<file path="config.mk">
export PLATFORM = sky130hd
export DESIGN_NAME = id_ex_stage_reg
export DESIGN_NICKNAME = d
export VERILOG_FILES = /design/src/rtl/mips_pkg.sv /design/src/rtl/load_use_detect.sv /design/src/rtl/id_ex_stage_reg.sv
export SDC_FILE = /design/constraint.sdc
export NUM_CORES = 1
export LEC_CHECK = 0
export ABC_AREA = 1
export CAP_MARGIN = 20
export CORE_ASPECT_RATIO = 0.8
export CORE_MARGIN = 2
export CORE_UTILIZATION = 43
export CTS_CLUSTER_DIAMETER = 100
export DETAILED_ROUTE_END_ITERATION = 8
export PLACE_DENSITY = 0.81
export SETUP_SLACK_MARGIN = 0.2
export SLEW_MARGIN = 20
export SYNTH_ARGS = -nofsm -noshare
export SYNTH_HDL_FRONTEND = slang
export SYNTH_HIERARCHICAL = 1
export SYNTH_SLANG_ARGS = --single-unit
</file>
<file path="constraint.sdc">
create_clock -name clk -period 1.8 [get_ports clk]
set_input_delay 0.36 -clock clk [delete_from_list [all_inputs] [get_ports clk]]
set_output_delay 0.36 -clock clk [all_outputs]
set_load 0.02 [all_outputs]
</file>
<file path="src/rtl/mips_pkg.sv">
// Shared types and widths for the MIPS ID/EX pipeline slice.
// ctrl_t packs the decoded control bits that travel with an instruction.
package mips_pkg;

  localparam int ALU_OP_W   = 4;
  localparam int REG_ADDR_W = 5;
  localparam int DATA_W     = 32;
  localparam int CNT_W      = 16;

  typedef struct packed {
    logic [ALU_OP_W-1:0] alu_op;
    logic                regwrite;
    logic                memread;
    logic                memwrite;
    logic                memtoreg;
    logic                alusrc;
  } ctrl_t;

  // Event counters stick at all-ones instead of wrapping.
  function automatic logic [CNT_W-1:0] sat_inc(input logic [CNT_W-1:0] v);
    return (&v) ? v : v + 1'b1;
  endfunction

endpackage

</file>
<file path="src/rtl/load_use_detect.sv">
// Load-use hazard detection: a load in EX whose destination is read by the
// instruction currently in ID. Register 0 is hard-wired and never hazards.
module load_use_detect
  import mips_pkg::*;
(
  input  logic                  valid_ex,
  input  logic                  memread_ex,
  input  logic [REG_ADDR_W-1:0] dst_ex,
  input  logic                  valid_id,
  input  logic                  use_src_zero_id,
  input  logic [REG_ADDR_W-1:0] src_zero_addr_id,
  input  logic                  use_src_one_id,
  input  logic [REG_ADDR_W-1:0] src_one_addr_id,
  output logic                  load_use
);

  logic hit_zero;
  logic hit_one;

  assign hit_zero = use_src_zero_id & (src_zero_addr_id == dst_ex);
  assign hit_one  = use_src_one_id  & (src_one_addr_id  == dst_ex);

  assign load_use = valid_ex & memread_ex & (dst_ex != '0) & valid_id
                  & (hit_zero | hit_one);

endmodule

</file>
<file path="src/rtl/id_ex_stage_reg.sv">
// ID/EX pipeline register with load-use bubble insertion, branch flush and
// external freeze, plus saturating bubble/flush event counters.
module id_ex_stage_reg
  import mips_pkg::*;
(
  input  logic                  clk,
  input  logic                  rst_n,
  input  logic                  valid_id,
  input  logic [REG_ADDR_W-1:0] src_zero_addr_id,
  input  logic [REG_ADDR_W-1:0] src_one_addr_id,
  input  logic [REG_ADDR_W-1:0] dst_id,
  input  logic                  use_src_zero_id,
  input  logic                  use_src_one_id,
  input  logic [DATA_W-1:0]     src_zero_id,
  input  logic [DATA_W-1:0]     src_one_id,
  input  logic [DATA_W-1:0]     imm_id,
  input  logic [DATA_W-1:0]     pc_id,
  input  ctrl_t                 ctrl_id,
  input  logic                  flush_ex,
  input  logic                  stall_ext,
  output logic                  valid_ex,
  output ctrl_t                 ctrl_ex,
  output logic [REG_ADDR_W-1:0] dst_ex,
  output logic [REG_ADDR_W-1:0] src_zero_addr_ex,
  output logic [REG_ADDR_W-1:0] src_one_addr_ex,
  output logic [DATA_W-1:0]     src_zero_ex,
  output logic [DATA_W-1:0]     src_one_ex,
  output logic [DATA_W-1:0]     imm_ex,
  output logic [DATA_W-1:0]     pc_ex,
  output logic                  stall_if_id,
  output logic [CNT_W-1:0]      bubble_cnt,
  output logic [CNT_W-1:0]      flush_cnt
);

  logic load_use;

  load_use_detect u_detect (
    .valid_ex         (valid_ex),
    .memread_ex       (ctrl_ex.memread),
    .dst_ex           (dst_ex),
    .valid_id         (valid_id),
    .use_src_zero_id  (use_src_zero_id),
    .src_zero_addr_id (src_zero_addr_id),
    .use_src_one_id   (use_src_one_id),
    .src_one_addr_id  (src_one_addr_id),
    .load_use         (load_use)
  );

  // A flush kills the ID instruction anyway, so a hazard on it needs no hold.
  assign stall_if_id = stall_ext | (load_use & ~flush_ex);

  always_ff @(posedge clk or negedge rst_n) begin
    if (!rst_n) begin
      valid_ex         <= 1'b0;
      ctrl_ex          <= '0;
      dst_ex           <= '0;
      src_zero_addr_ex <= '0;
      src_one_addr_ex  <= '0;
      src_zero_ex      <= '0;
      src_one_ex       <= '0;
      imm_ex           <= '0;
      pc_ex            <= '0;
      bubble_cnt       <= '0;
      flush_cnt        <= '0;
    end else if (!stall_ext) begin
      // Data fields always follow ID; they only matter when valid_ex is set.
      src_zero_addr_ex <= src_zero_addr_id;
      src_one_addr_ex  <= src_one_addr_id;
      src_zero_ex      <= src_zero_id;
      src_one_ex       <= src_one_id;
      imm_ex           <= imm_id;
      pc_ex            <= pc_id;
      if (flush_ex) begin
        valid_ex  <= 1'b0;
        ctrl_ex   <= '0;
        dst_ex    <= '0;
        flush_cnt <= sat_inc(flush_cnt);
      end else if (load_use) begin
        valid_ex   <= 1'b0;
        ctrl_ex    <= '0;
        dst_ex     <= '0;
        bubble_cnt <= sat_inc(bubble_cnt);
      end else begin
        valid_ex <= valid_id;
        ctrl_ex  <= valid_id ? ctrl_id : '0;
        dst_ex   <= dst_id;
      end
    end
  end

endmodule

</file>
Yosys cells after proc, flatten, opt, wreduce, memory -nomap -nowiden

Cells that the tools add are included.

Register bits: 185
Bits in latches: 0
Memory bits (writable): 0
ROM bits: 0
Bits of input ports: 159
Logic and storage cells: 45
Memories kept: 0

Add/subtract/negate cells: 2
$mul: 0
Div/mod/pow operators: 0
Magnitude comparators: 0
Equal/unequal tests: 2
Shift-type cells: 0
Mux-type cells: 7
Bitwise operators: 13
Reduce and logical (&&, ||, !) cells: 5

Operators by type and width:

| kind                  | count |
|---|---|
| $add 16x1->16 const B | 2 |
| $reduce_and 16->1     | 2 |
| $mux 9                | 3 |
| $eq 5x5->1            | 2 |
| $mux 5                | 2 |
| $and 1x1->1           | 7 |
| $reduce_bool 5->1     | 1 |
| $not 1->1             | 4 |
| $reduce_and 4->1      | 1 |
| $reduce_and 3->1      | 1 |
| $mux 1                | 2 |
| $or 1x1->1            | 2 |

Longest topological paths before layout

Gate-level depths: netlist of run 1.

Depth in word-level cells: 6
Depth in mapped cells: 13

Modules after synthesis

The synthesis of run 1 kept the hierarchy.

By module, submodules not included:

| module          | instances | cells an instance | area an instance (um^2) | sequential area each (um^2) |
|---|---|---|---|---|
| id_ex_stage_reg | 1         | 927               | 7770.0                  | 4629.4 |
| load_use_detect | 1         | 56                | 225.2                   | 0.0 |

Least setup slack after synthesis of run 1

Ideal clock, no wire load.

Kind: register -> register
Start: reg dst_ex[1]
End: reg bubble_cnt[11]
Library setup time: 117 ps
Arrival time: 1672 ps
Required time: 1683 ps
Path slack: 11 ps
Cell stages (with the launch flop): 14
Path through: dfrtp_1 inv_1 nand2_1 nand2_1 nor2_1 nand3_1 a21oi_2 nand2_1 nor2_1 nand2_1 nor2_1 nand2_2 nand2_1 nand2_1

Cells in the longest elaborated chain, start to end: 5
Elaborated cells between the ends (all ways): 10
Those cells by class: eq/ne (2); bitwise (6); reduce/logical (2)

RTL lines:

| element                                          | RTL line                                                            | text |
|---|---|---|
| start, declared                                  | id_ex_stage_reg.sv:23                                               | `output logic [REG_ADDR_W-1:0] dst_ex,` |
| start signal, assigned                           | id_ex_stage_reg.sv:86                                               | `dst_ex <= dst_id;` |
| $eq 5x5->1, or another cell as far along         | load_use_detect.sv:20                                               | `assign hit_zero = use_src_zero_id & (src_zero_addr_id == dst_ex);` |
| $and 1x1->1 (on tied branches)                   | load_use_detect.sv:20, load_use_detect.sv:21, load_use_detect.sv:23 |  |
| $or 1x1->1 / $and 1x1->1 (equally long branches) | load_use_detect.sv:24, load_use_detect.sv:23                        |  |
| $and 1x1->1 (*)                                  | load_use_detect.sv:24                                               | `& (hit_zero \| hit_one);` |
| named net load_use                               | id_ex_stage_reg.sv:35                                               | `logic load_use;` |
| $reduce_and 4->1 (no source line) (*)            | n/a                                                                 |  |
| end signal, assigned                             | id_ex_stage_reg.sv:82                                               | `bubble_cnt <= sat_inc(bubble_cnt);` |
| end, declared                                    | id_ex_stage_reg.sv:31                                               | `output logic [CNT_W-1:0] bubble_cnt,` |

The timed path passes the listed nets; every way through them passes the cells marked *.
A chain may end at the register's enable or synchronous reset.

Worst setup path in the final report of run 1

Start: in src_one_addr_id[4]
End: out stall_if_id

Cells in the longest elaborated chain, start to end: 6

RTL lines:

| element            | RTL line              | text |
|---|---|---|
| start, declared    | id_ex_stage_reg.sv:10 | `input logic [REG_ADDR_W-1:0] src_one_addr_id,` |
| $eq 5x5->1         | load_use_detect.sv:21 | `assign hit_one = use_src_one_id & (src_one_addr_id == dst_ex);` |
| $and 1x1->1        | load_use_detect.sv:21 |  |
| $or 1x1->1         | load_use_detect.sv:24 |  |
| $and 1x1->1        | load_use_detect.sv:24 |  |
| named net load_use | id_ex_stage_reg.sv:35 |  |
| $and 1x1->1        | id_ex_stage_reg.sv:50 | `assign stall_if_id = stall_ext \| (load_use & ~flush_ex);` |
| $or 1x1->1         | id_ex_stage_reg.sv:50 |  |
| end, declared      | id_ex_stage_reg.sv:30 | `output logic stall_if_id,` |

The timed path passes the listed nets, and every way through them passes these cells.

==> metrics, run 1 <==
crit path kind input port to output port; violated checks negative setup slack; placed cells 1554; Worst-path clk slew 0.07 ns; clk buf depth 2; largest net degree at the start of global routing just under 100; fin cells around 1.6k; type of origin of the critical path input port; total chip power 0.0108 W; final weighted congestion in routability-driven placement 0.867; Post-Syn Area per Cell 8.13 um^2; Tmin final roughly 2.2 ns; crit end category output port; first-pass GRT wire length 39.4 mm; Routed wire per std cell about 16 um; Critical Path Sink stall_if_id; H-tree levels 4; IO Count about 350; power per cell area a little under 900 nW/um^2; Core Util, Final between 60% and 70%; total congestion overflow 0; TritonCTS clock tree built; Rel. slew slack 53.7%; DRT iter0 DRCs 510; worst path arrival time between 1.5 and 2 ns; CP max FO 3; drt via density between 4 and 5; share of cells above drive strength 1 12.8%; unrepaired setup endpoints after global routing true; nets 1511; synthesized flop and latch total between 150 and 200; Synth-to-Final Area Change 55.8%; Layout Skew ~0.009 ns; final setup vio count 16; Ys Warns 6; Pleak 6.61 nW; total track usage between 20 and 30%; fmax about 460 MHz; core box area roughly 18000 um^2; Pre-antenna DRT Iters 4; worst r2r dst bubble_cnt[15]; drt total wl 24.9 mm; vias in the first global route 7564; Final Hold Fails 0; initial core utilization around 44%; Req. time, crit path between 1 and 1.5 ns; antenna-violating nets left 0; drt drc 0; Critical Path Start src_one_addr_id[4]; die width about 160 um; class of the worst hold path input port to register; register area share after synthesis 57.9%; via count ~7.7k; Net Count, Synth approximately 1.1k; Cells after Synth 983; final worst path period share 121%; CTS buffer count 17; die height around 130 um; initial antenna violation count 1; Max Cap Viol 0; worst skew pair latency between 0.4 and 0.5 ns; FF-to-FF Start dst_ex[2]; status finished, violations left; synth unique cells 27; Final WS setup -0.371 ns; maximum vdd drop around 0.55 mV; Rows 44; Hold Path Depth 3; measured slew at the worst slew-check pin a little under 0.7 ns; die area 19700 um^2; post-DP HPWL 18.0 mm; Root Buffer clkbuf_16; synthesized cell area ~8000 um^2; PortBufs 344; worst reg2reg setup slack -0.25 ns; clk sink count roughly 190; Worst Reg-to-Reg Cells 14; Final Max Tran Viols 0
==> sequential cells by signal (all words and copies together) (netlist names) <==
| name | cells |
|---|---|
| src_zero_ex | 32 |
| ctrl_ex | 9 |
| pc_ex | 32 |
| src_zero_addr_ex | 5 |
| src_one_ex | 32 |
| imm_ex | 32 |
| bubble_cnt | 16 |
| dst_ex | 5 |
| flush_cnt | 16 |
| src_one_addr_ex | 5 |
| valid_ex | 1 |
==> critical path: stages <==
cell and delay (ns):
clkdlybuf4s50_1 0.50, inv_1 0.05, nand2_1 0.06, nand2_1 0.08
nor2_1 0.14, nand3_1 0.15, a21oi_4 0.19, nand2_2 0.09
nand2_2 0.08, buf_6 0.11
==> metal layers <==
metal | part of all wire [%] | vias to the layer above | global-route usage (%)
met5 | 0 | - | 0
met4 | 2.0 | 0 | 6.96
met3 | 8.2 | 38 | 8.98
met2 | 49 | 259 | 42.6
met1 | 40 | 3686 | 31.3
li1 | - | 3725 | -
==> cells in the mapped netlist <==
cell / n / share of area [%]
buf_1: 1 / 0.047
nand2_4: 1 / 0.14
inv_1: 47 / 2.2
buf_6: 4 / 0.56
o21ai_0: 1 / 0.063
ha_1: 2 / 0.31
nor3_1: 3 / 0.19
nand2_2: 12 / 0.94
a21oi_2: 1 / 0.11
a22o_1: 6 / 0.66
o21ai_2: 4 / 0.44
inv_2: 5 / 0.23
nand3_1: 41 / 2.6
clkbuf_1: 12 / 0.56
nand2_1: 571 / 27
nor3_2: 1 / 0.13
nand3b_1: 2 / 0.19
and3_1: 1 / 0.078
buf_2: 20 / 1.3
nor2_4: 8 / 1.1
clkinv_1: 2 / 0.094
nor2_1: 32 / 1.5
dfrtp_1: 185 / 58
xor2_1: 6 / 0.66
nand4_1: 9 / 0.70
nor2_2: 4 / 0.31
xnor2_1: 2 / 0.22
==> repair_timing <==
action	CTS	global route
hold endpoints to repair	40	0
pin swaps	6	18
cloned	0	0
buffers inserted	4	2
gates resized for setup	251	45
setup endpoints to repair	227	67
hold buffers	1	0
==> cells in the final DEF (no fill, tap or decap), types with 3 or more instances in the layout <==
cell type and n:
nor2_2 8, dlygate4sd2_1 154, inv_6 4, o21ai_2 4
inv_1 43, nand3_1 37, buf_2 8, nand3_2 3
xor2_1 6, clkinv_4 3, buf_4 31, clkdlybuf4s50_1 155
buf_6 3, nand4_1 9, clkdlybuf4s15_2 6, nor2_4 16
nand2_2 20, clkbuf_2 11, dfrtp_2 7, dfrtp_1 178
clkbuf_8 3, nand2_1 562, inv_2 8, clkbuf_16 17
a22o_1 6, clkdlybuf4s15_1 7, buf_12 9, nor2_1 20
==> through the flow <==
step                      area, um^2  setup slack (ns)  hold slack [ns]  setup TNS, ns
after floorplan                 8020             0.148           0.0644              0
after global placement         11900            -0.801            0.366         -17.90
after detailed placement       11900            -0.861            0.371         -20.20
after CTS                      12400            -0.357            0.332          -1.90
after global routing           12500            -0.416            0.348          -3.56
final                          12500            -0.371            0.349          -2.23
==> cell families (layout without fill, tap and decap cells) <==
logic type / count (synthesis) / after routing / synth area share (%)
fa+ha+maj: 2 / 2 / 0.313
xor+xnor: 8 / 8 / 0.876
simple gates: 685 / 685 / 34.7
other cells: 0 / 1 / 0
flops: 185 / 185 / 57.9
buf+inv: 91 / 470 / 4.96
compound gates: 12 / 12 / 1.27
==> power breakdown <==
| part | leakage (nW) | internal (W) | switching (W) |
|---|---|---|---|
| registers | 2.30 | 0.00451 | 0.000260 |
| clock network | 0.294 | 0.00218 | 0.00165 |
| logic | 4.01 | 0.000962 | 0.00126 |
| total | 6.61 | 0.00765 | 0.00317 |
==> how the worst min path moves through the flow <==
stage                         from                   to  slack, ns
6_report       src_zero_addr_id[3]  src_zero_addr_ex[3]       0.35
5_1_grt        src_zero_addr_id[3]  src_zero_addr_ex[3]       0.35
4_1_cts        src_zero_addr_id[3]  src_zero_addr_ex[3]       0.33
3_5_place_dp                 rst_n      src_zero_ex[15]       0.37
3_3_place_gp                 rst_n       src_zero_ex[3]       0.37
2_1_floorplan                rst_n        bubble_cnt[0]       0.06
==> layout make-up <==
cell class	count	area, um^2
diodes	1	2.50
multi-input cells	707	3130
flip-flops and latches	185	4640
fillers	1509	5710
clock buffers	20	467
clock inverters	11	134
inverters	54	205
repair buffers	385	3590
well taps	230	288
Power figures use the tool's default switching activity.
==> run 2, diff against run 1 <==
ABC_CLOCK_PERIOD_IN_PS = 1800   (was unset)
==> results of run 2 <==
Same layout as run 1: the final DEF is identical, and so are final timing and power.
==> RTL edit 1: new RTL, config.mk and constraints of run 2 <==
Register the output `bubble_cnt` once more, cleared by the reset; this adds one clock of latency there. The other outputs are not delayed to match.
--- a/src/rtl/id_ex_stage_reg.sv
+++ b/src/rtl/id_ex_stage_reg.sv
@@ -34,2 +34,4 @@
 
+  logic [CNT_W-1:0] bubble_cnt_s0;
+
   logic load_use;
@@ -62,3 +64,3 @@
       pc_ex            <= '0;
-      bubble_cnt       <= '0;
+      bubble_cnt_s0    <= '0;
       flush_cnt        <= '0;
@@ -81,3 +83,3 @@
         dst_ex     <= '0;
-        bubble_cnt <= sat_inc(bubble_cnt);
+        bubble_cnt_s0 <= sat_inc(bubble_cnt_s0);
       end else begin
@@ -90,2 +92,10 @@
 
+  always_ff @(posedge clk or negedge rst_n) begin
+    if (!rst_n) begin
+      bubble_cnt <= '0;
+    end else begin
+      bubble_cnt <= bubble_cnt_s0;
+    end
+  end
+
 endmodule
Formal check against the unedited RTL: not equivalent (a bounded check fails within 4 cycles, from zero or initial values and one cycle with rst_n low).
==> RTL edit 1 against run 2 <==
Clock skew fell by 0.0023 ns. Area after synthesis rose by 5.6%. Wire length grew 4.4%. Register-to-register slack worse by 0.02 ns. Sequential cell count is 16 higher. Power up 6.3%. Critical endpoint unchanged. Synthesized cell count up 4.3%. Largest power group unchanged. The run still ends with negative setup slack left. Highest routed layer unchanged. Design area grew 5.5%. Worst setup slack got worse by 0.074 ns.
==> RTL edit 1: results (changes against run 2) <==
[grt]
grt_pass1_vias = 7734  ; +2.2%
grt_pass1_wl_um = 40000  ; +1.6%
gr-usage-all-layers = 0.241  ; -0.0138
antenna_found_initial = 0  ; -1
grt_max_degree = 82  ; -15%

[clock_tree]
clk_path_buf_depth = 3  ; +1
cts_buffers = 21  ; +4
clk_latency_ns = 0.49  ; +0.07 ns
htree_levels = 1  ; -3

[logic_synthesis]
ys_top_cells_by_count = nand2_1, dfrtp_1, inv_1
syn_nets = 1186  ; +3.7%
yosys-top-cells-area = dfrtp_1, nand2_1, nand3_1
yosysSeqAreaShare = 0.595  ; +0.0164
synthCells = 1025  ; +4.3%

[cells_and_area]
drive_above_1_share = 0.127  ; -0.000713
finalNetCount = 1560  ; +3.2%
antenna_cells = 0  ; -1

[run_status]
outcome = complete, but fails checks
violations = negative setup slack

[power]
peakVddDrop_uv = 673  ; +22%
leakage_nw = 6.86  ; +3.9%

[worst_setup_path]
crit_type = reg2out
max_stage_delay_ns = 0.42  ; -0.08 ns
cp_slowest_cell = dfrtp_2
critPathMaxFanout = 4  ; +1
crit_arrival_ns = 1.89  ; +0.08 ns

[timing]
finalSetupViolations = 17  ; +1
fin_setup_tns_ns = -3.33  ; -1.10 ns
worst_slack_ns = -0.446  ; -0.0743 ns
slew_headroom = 0.745  ; +0.208
fin_worst_skew_ns = 0.00669  ; -0.00227 ns

[routing]
wire_per_inst_um = 15.6  ; -0.23%
post_drt_via_cell_ratio = 4.79  ; -1.0%

[placed_design]
place_area_um2 = 12400  ; +4.0%
gp_congestion = 0.878  ; +1.3%
hpwlAfterDp_um = 18200  ; +1.1%
dp_slack_ns = -0.748  ; +0.114 ns

[RTL edit 1: cell types whose count changed after synthesis, moves of 8 or more]
cell | run 2 | this run
buf_2 | 20 | 11
dfrtp_1 | 185 | 201
inv_1 | 47 | 58
nand2_1 | 571 | 579
nand3_1 | 41 | 52
o21ai_0 | 1 | 9
[RTL edit 1: what timing repair did]
item,CTS,global route
hold buffers,1,0
buffers inserted,6,8
pin swaps,10,7
endpoints found under the setup margin,223,100
cloned,0,2
hold endpoints to repair,23,0
resized for setup,264,77
[RTL edit 1: worst reg2reg max path, stage by stage, from the launching register on]
cell and delay (ns):
dfrtp_2 0.42, inv_2 0.05, nand2_1 0.05, nand2_1 0.05
nor2_1 0.10, nand3_1 0.11, a21oi_2 0.19, inv_2 0.07
nor2_4 0.11, inv_2 0.06, buf_4 0.13, buf_6 0.10
buf_6 0.12, nor3_4 0.20, nand2_1 0.08, nand2_1 0.07
nand2_1 0.05
[RTL edit 1: cell families after synthesis]
family                   Yosys count  synth area share
buffers and inverters            101            0.0505
AO/OA/AOI/OAI                     10           0.00637
XOR/XNOR                           7           0.00726
adder cells (fa/ha/maj)            2           0.00296
AND/OR/NAND/NOR                  704             0.337
flip-flops                       201             0.595
[RTL edit 1: area by class of cell]
class,instances,area [um^2]
Fill cell,1490,5990
Sequential cell,201,5050
Timing Repair Buffer,390,3760
Multi-Input combinational cell,723,3120
Clock buffer,31,633
Tap cell,258,323
Inverter,62,235
Clock inverter,2,35.0
[RTL edit 1: layer usage]
metal | GRT usage | wire length (um) | vias to the layer above
met4 | 0.0704 | 827 | 0
met2 | 0.415 | 12800 | 313
met5 | 0 | 0 | -
met1 | 0.300 | 10300 | 3755
met3 | 0.0675 | 2070 | 62
li1 | - | - | 3854
[RTL edit 1: worst paths after layout]
kind                                          startpoint                      endpoint  slack (ns)  depth (start not counted)
max                                dst_ex[2]$_DFFE_PN0N_                   stall_if_id       -0.45                         11
min                                            stall_ext         pc_ex[20]$_DFFE_PN0N_        0.23                          3
max reg2reg                        dst_ex[2]$_DFFE_PN0N_  bubble_cnt_s0[6]$_DFFE_PN0P_       -0.27                         16
min reg2reg                bubble_cnt_s0[15]$_DFFE_PN0P_      bubble_cnt[15]$_DFF_PN0_        0.46                          0
max in group asynchronous                          rst_n   src_zero_ex[13]$_DFFE_PN0N_        0.82                          3
min in group asynchronous                          rst_n        ctrl_ex[3]$_DFFE_PN0N_        0.33                          2
[RTL edit 1: power breakdown]
part / leakage (nW) / internal [mW] / switching, mW
combinational: 4.01 / 0.950 / 1.20
clock: 0.331 / 2.55 / 1.69
sequential: 2.52 / 4.86 / 0.246
total: 6.86 / 8.36 / 3.14
==> RTL edit 2: new RTL, config.mk and constraints of run 2 <==
Without the edit above. `DATA_W`: 32 -> 24.
--- a/src/rtl/mips_pkg.sv
+++ b/src/rtl/mips_pkg.sv
@@ -6,3 +6,3 @@
   localparam int REG_ADDR_W = 5;
-  localparam int DATA_W     = 32;
+  localparam int DATA_W     = 24;
   localparam int CNT_W      = 16;
Ports: changed (8 resized); port bits go from 345 to 281. The function was not compared with the original's and may differ.
==> RTL edit 2 against run 2 <==
The run still ends with negative setup slack left. Synthesized cell count is 13% lower. Design area shrank 14%. Critical path type is now reg2out. Wire length shrank 16%. Register-to-register slack got worse by 0.03 ns. Critical path depth decreased by 2. Worst setup slack improved by 0.037 ns. Power down 12%. Global-route usage hardly changed. Area after synthesis fell by 16%. Sequential cell count fell by 32. Count of clock-buffer cells in the layout stayed put. Die area decreased by 15%.
==> RTL edit 2: results (changes against run 2) <==
[hold_path]
hold_path_class = in2reg
holdCritStartpoint = src_one_addr_id[0]
min_to = src_one_addr_ex[0]$_DFFE_PN0N_

[routing]
wire_per_inst_um = 15.1  ; -3.3%
post_drt_via_cell_ratio = 4.80  ; -0.71%
met1_length_um = 8300  ; -18%
dr_wl_met3_um = 1900  ; -6.8%
drt_iter0_drc = 437  ; -14%
firstDrtPassIters = 6  ; +2
wl_met2_um = 10100  ; -18%

[grt]
globalRouteMet2Util = 0.426  ; -0.000562
gr-usage-all-layers = 0.254  ; about the same
grt_pass1_wl_um = 32800  ; -17%
use_met3 = 0.0942  ; +0.00440
grt_pass1_vias = 6659  ; -12%
use_met1 = 0.307  ; -0.00593
antenna_found_initial = 0  ; -1
grt_max_degree = 108  ; +11%

[timing]
worst_slack_ns = -0.335  ; +0.0366 ns
fin_worst_skew_ns = 0.0160  ; +0.00700 ns
fin_setup_tns_ns = -3.61  ; -1.39 ns
holdWs_ns = 0.201  ; -0.148 ns
worst_pin_slew_ns = 0.567  ; -0.128 ns
finalSetupViolations = 17  ; +1

[worst_setup_path]
max_stage_delay_ns = 0.45  ; -0.05 ns
crit_path_start = dst_ex[2]$_DFFE_PN0N_
crit_family = simple AND/OR/NAND/NOR gates
r2r_slack_ns = -0.28  ; -0.03 ns
r2r-end = bubble_cnt[11]$_DFFE_PN0P_
crit_arrival_ns = 1.77  ; -0.04 ns
cp_slowest_cell = dfrtp_2
critPathMaxFanout = 5  ; +2

[logic_synthesis]
yosys-top-cells-area = dfrtp_1, nand2_1, nand3_1
synth_compound_area_frac = 0.0145  ; +0.00178
yosysSeqAreaShare = 0.567  ; -0.0120
syn_area_per_cell_um2 = 7.94  ; -2.4%
syn_nets = 980  ; -14%
ys_top_cells_by_count = nand2_1, dfrtp_1, inv_1

[cells_and_area]
drive_above_1_share = 0.144  ; +0.0160
antenna_cells = 0  ; -1

[placed_design]
placedCellCount = 1334  ; -14%
gp_congestion = 0.833  ; -4.0%
hpwlAfterDp_um = 14100  ; -22%
place_area_um2 = 9910  ; -17%
dp_slack_ns = -0.925  ; -0.0634 ns
port_buffers = 280  ; -19%

[clock_tree]
post_cts_buffers = 7  ; +3
clk_path_buf_depth = 2  ; unchanged
cts_resized = 244  ; -2.8%

[power]
peakVddDrop_uv = 621  ; +13%
leakage_nw = 5.63  ; -15%

[run_status]
outcome = complete, but fails checks
violations = negative setup slack

==> RTL edit 2: changes by cell type after synthesis, moves of 3 or more <==
cell      delta
buf_2       -14
clkbuf_1     +5
dfrtp_1     -32
nand2_1     -84
nand2_2      -8
nor2_1       +4
nor2_4       -3
==> RTL edit 2: where the power goes <==
part,internal [mW],switching (mW),total (mW)
clock,2.24,1.48,3.72
combinational,0.801,1.05,1.85
sequential,3.73,0.216,3.95
total,6.78,2.75,9.52
==> RTL edit 2: final cells by class <==
class / count / area (um^2)
clock buffers: 20 / 447
clock inverters: 12 / 166
fillers: 1210 / 4490
inverters: 53 / 206
multi-input cells: 615 / 2800
flip-flops and latches: 153 / 3840
well taps: 210 / 263
repair buffers: 316 / 2960
==> RTL edit 2: kinds of logic after synthesis <==
| kind of cell | count (synthesis) |
|---|---|
| buffers and inverters | 83 |
| xor gates and xnor gates | 8 |
| DFF | 153 |
| adders and majority gates | 2 |
| AOI/OAI and AO/OA | 12 |
| and+or+nand+nor | 593 |
